==> src/rtl/greater_than_pkg.sv <==
// Shared definitions for the greater_than comparator and its sweep engine:
// FSM state encoding, default sizing and the reference compare function.
package greater_than_pkg;

  typedef enum logic [1:0] {
    IDLE,
    SETTLE,
    SAMPLE,
    DONE
  } state_t;

  localparam int DEFAULT_W      = 2;
  localparam int DEFAULT_SETTLE = 2;

  // Operands are zero-extended by the caller, so any W up to 32 compares unsigned.
  function automatic logic gt_expected(input logic [31:0] a, input logic [31:0] b);
    return a > b;
  endfunction

endpackage

==> src/rtl/greater_than_sweeper.sv <==
// Closed-loop sweep engine: walks {a_out,b_out} through every operand pair,
// samples f_in after a settle window and tallies mismatches against a > b.
module greater_than_sweeper
  import greater_than_pkg::*;
#(
  parameter int W      = DEFAULT_W,
  parameter int SETTLE = DEFAULT_SETTLE
) (
  input  logic           clk,
  input  logic           rst_n,
  input  logic           start,
  output logic [W-1:0]   a_out,
  output logic [W-1:0]   b_out,
  input  logic           f_in,
  output logic           busy,
  output logic           done,
  output logic           pass,
  output logic [2*W:0]   err_count,
  output logic           fail_valid,
  output logic [W-1:0]   fail_a,
  output logic [W-1:0]   fail_b
);

  localparam int CW = (SETTLE > 1) ? $clog2(SETTLE) : 1;
  localparam logic [CW-1:0] CNT_LAST = CW'(SETTLE - 1);

  state_t          state;
  logic [2*W-1:0]  idx;
  logic [CW-1:0]   cnt;
  logic            mismatch;
  logic            last_vec;
  logic [2*W:0]    err_next;

  assign a_out    = idx[2*W-1:W];
  assign b_out    = idx[W-1:0];
  assign mismatch = f_in != gt_expected(32'(a_out), 32'(b_out));
  assign last_vec = &idx;
  assign err_next = err_count + {{(2*W){1'b0}}, mismatch};

  // The enum literal SETTLE is shadowed by the parameter, hence the package-qualified states.
  always_ff @(posedge clk or negedge rst_n) begin
    if (!rst_n) begin
      state      <= greater_than_pkg::IDLE;
      idx        <= '0;
      cnt        <= '0;
      err_count  <= '0;
      fail_valid <= 1'b0;
      fail_a     <= '0;
      fail_b     <= '0;
      busy       <= 1'b0;
      done       <= 1'b0;
      pass       <= 1'b0;
    end else begin
      case (state)
        greater_than_pkg::IDLE, greater_than_pkg::DONE: begin
          if (start) begin
            state      <= greater_than_pkg::SETTLE;
            idx        <= '0;
            cnt        <= '0;
            err_count  <= '0;
            fail_valid <= 1'b0;
            done       <= 1'b0;
            pass       <= 1'b0;
            busy       <= 1'b1;
          end
        end
        greater_than_pkg::SETTLE: begin
          if (cnt == CNT_LAST) begin
            state <= greater_than_pkg::SAMPLE;
          end else begin
            cnt <= cnt + 1'b1;
          end
        end
        greater_than_pkg::SAMPLE: begin
          err_count <= err_next;
          if (mismatch && !fail_valid) begin
            fail_valid <= 1'b1;
            fail_a     <= a_out;
            fail_b     <= b_out;
          end
          // pass uses err_next so the final vector's result is already included.
          if (last_vec) begin
            state <= greater_than_pkg::DONE;
            busy  <= 1'b0;
            done  <= 1'b1;
            pass  <= (err_next == '0);
          end else begin
            state <= greater_than_pkg::SETTLE;
            idx   <= idx + 1'b1;
            cnt   <= '0;
          end
        end
        default: state <= greater_than_pkg::IDLE;
      endcase
    end
  end

endmodule

==> config.mk <==
export PLATFORM = sky130hd
export DESIGN_NAME = greater_than_sweeper
export DESIGN_NICKNAME = d
export VERILOG_FILES = /design/src/rtl/greater_than_pkg.sv /design/src/rtl/greater_than_sweeper.sv
export SDC_FILE = /design/constraint.sdc
export NUM_CORES = 1
export LEC_CHECK = 0
export ABC_AREA = 0
export CELL_PAD_IN_SITES_DETAIL_PLACEMENT = 1
export CELL_PAD_IN_SITES_GLOBAL_PLACEMENT = 1
export CORE_ASPECT_RATIO = 0.7
export CORE_MARGIN = 2
export CORE_UTILIZATION = 35
export CTS_CLUSTER_DIAMETER = 50
export DETAILED_ROUTE_END_ITERATION = 8
export PLACE_DENSITY_LB_ADDON = 0.1
export SLEW_MARGIN = 20
export SYNTH_ARGS = -nofsm -noshare
export SYNTH_HDL_FRONTEND = slang
export SYNTH_SLANG_ARGS = --single-unit
==> constraint.sdc <==
create_clock -name clk -period 2.9 [get_ports clk]
set_clock_uncertainty 0.1 [all_clocks]
set_input_delay 0.29 -clock clk [delete_from_list [all_inputs] [get_ports clk]]
set_output_delay 0.29 -clock clk [all_outputs]
set_load 0.1 [all_outputs]
==> results_dict.tcl <==
set metrics [dict create \
    status "finished, final reports clean" \
    place_hpwl_mm 2.29 \
    drive_gt1_share_pct 31.1 \
    synth_cell_types 26 \
    cts_hold_buf 0 \
    ioPinCount 21 \
    yosysSeqAreaShare_pct 43.8 \
    ir_drop_uv 440 \
    placed_area_sq_mm 0.00144 \
    syn_avg_cell_area_sq_um 9.45 \
    stdcell_area_sq_mm 0.00152 \
    place_congestion 0.762 \
    cp.arrival_ps 2880 \
    io_buffers 20 \
    final_cell_mix "24 x buf_4, 16 x dfrtp_1, 15 x o21ai_0" \
    htreeDepth 1 \
    fin_ws_ps 86.3 \
    cp-end-kind "flip-flop" \
    tns_ps 0 \
    grt_use_total_pct 18.1 \
    wire_per_inst_um 16.1 \
    cts_tree "built" \
    initial_core_util_pct 36.6 \
    grt_max_degree 16 \
    finalCritPeriodShare_pct 97.0 \
    area_growth_pct 32.5 \
    row_count 17 \
    critPathMaxFanout 3 \
    syn-num-nets 133 \
    fin_crit_ps 2810 \
    antenna_found_initial 0 \
    leakagePower_nw 0.657 \
    overflow 0 \
    rsz0062_at_grt "no" \
    worst_pin_slew_ps 729 \
    viasPerCell 5.50 \
    relSlewSlack_pct 50.9 \
    synthCells 121 \
    critPathKind "reg -> reg" \
    ys_warn_count 0 \
    die_area_sq_mm 0.00375 \
    start_kind "flip-flop" \
    cts_sinks 20 \
    holdWs_ps 339 \
    synth_seq_cells 20 \
    clock_latency_ps 260 \
    layout_commonest_cell "buf_4" \
    cp.required_ps 2960 \
    cts.clk_slew.worst_paths_ps 80 \
    die_h_um 51.8 \
    cts_buffers 3 \
    layout.nets 161 \
    hold_class "in -> async" \
    routed_wl_mm 3.00 \
    die_w_um 72.3 \
    fp.coreArea_sq_mm 0.00313 \
    slew_viol_final 0 \
    power_density_mw_per_mm2 859 \
    drv_cap 0 \
    root_buffer "clkbuf_8" \
    power_mw 1.30 \
    synthesis.area_sq_mm 0.00114 \
    dp_slack_ps 38.5 \
    num_vias 1023 \
    first_iter_violations 48 \
    route.detailed.drc 0 \
    setup_viol 0 \
    hold_viol 0 \
    dr.pass1.iters 4 \
    nFillCells 357 \
    diodes 0 \
    ant_nets 0 \
    grt_pass1_wl_mm 5.08 \
    cts.path.max_buffers 2 \
    grt_pass1_vias 1048 \
    fmax_mhz 355 \
]
state kept, by name, indices dropped and copies added (netlist names):
| register | flops |
|---|---|
| err_count | 5 |
| fail_b | 2 |
| idx | 4 |
| busy | 1 |
| fail_valid | 1 |
| done | 1 |
| cnt | 1 |
| state | 2 |
| pass | 1 |
| fail_a | 2 |
layer usage:
layer  vias to the layer above  global-route usage [%]  routed length (um)
met3                         2                    4.65                 105
met2                        20                    29.5                1400
met5                         -                       0                   0
met4                         0                    3.77                  17
met1                       505                    24.3                1480
li1                        496                       -                   -
logic make-up (layout without fill, tap and decap cells):
family / Yosys count / after routing / share of synthesized area, %
and+or+nand+nor: 42 / 42 / 19.0
AOI/OAI and AO/OA: 31 / 31 / 18.3
DFF: 20 / 20 / 43.8
buffers and inverters: 14 / 41 / 4.60
adders and majority gates: 8 / 8 / 8.75
muxes: 5 / 5 / 4.81
xor gates and xnor gates: 1 / 1 / 0.766
Yosys cell counts (all sizes together):
master / count / area [sq um]
a21oi: 7 / 35.0
nor2: 3 / 11.3
dfrtp: 20 / 500
o21ai: 15 / 75.1
nand2b: 3 / 18.8
and3: 4 / 26.3
a311oi: 1 / 26.3
or4: 2 / 15.0
a32o: 2 / 20.0
a22o: 1 / 8.76
nand4: 4 / 25.0
clkbuf: 4 / 15.0
mux2i: 1 / 10.0
o221ai: 2 / 17.5
mux2: 4 / 45.0
a31oi: 1 / 6.26
xnor2: 1 / 8.76
nand2: 10 / 37.5
o32ai: 1 / 8.76
nand3: 8 / 40.0
a221o: 1 / 11.3
ha: 8 / 100
inv: 10 / 37.5
nor3: 5 / 25.0
nor2b: 3 / 18.8
final cells by class:
class                           instances  area [sq um]  area share [%]
Multi-Input combinational cell         87           659            43.5
Sequential cell                        20           513            33.9
Timing Repair Buffer                   27           210            13.9
Tap cell                               38          47.5            3.14
Clock buffer                            4          45.0            2.97
Inverter                               10          40.0            2.64
repair_timing:
item	4_1_cts	5_1_grt
buffers inserted	0	1
gates resized for setup	0	2
endpoints found under the hold margin	0	0
endpoints found under the setup margin	0	1
report_power, final:
part	total (mW)	internal, mW	switching (mW)
logic	0.731	0.210	0.521
clock network	0.190	0.0978	0.0921
registers	0.380	0.335	0.0449
worst paths after layout:
| kind | endpoint | start | depth (start not counted) | slack [ps] |
|---|---|---|---|---|
| worst max-delay path | pass | idx[3] | 9 | 90 |
| worst min-delay path | fail_a[1] | rst_n | 1 | 340 |
| worst max register to register | pass | idx[3] | 9 | 90 |
| worst min register to register | cnt | cnt | 2 | 410 |
| max in group asynchronous | err_count[3] | rst_n | 2 | 1800 |
| min in group clk | cnt | cnt | 2 | 410 |
through the flow:
| stage | util (%) | std cells |
|---|---|---|
| after CTS | 47.6 | 185 |
| after global placement | 46.1 | 181 |
| after global routing | 48.5 | 186 |
| after floorplan | - | 121 |
| final | 48.5 | 186 |
| after detailed placement | 46.1 | 181 |
worst max-delay path, stage by stage (launching register included):
cell and delay [ps]:
dfrtp_4 500, ha_4 290, nand2b_4 50, a221o_2 370
and3_4 190, inv_2 50, ha_4 130, ha_4 200
or4_1 550, o32ai_2 280
(Power assumes the default switching activity.)
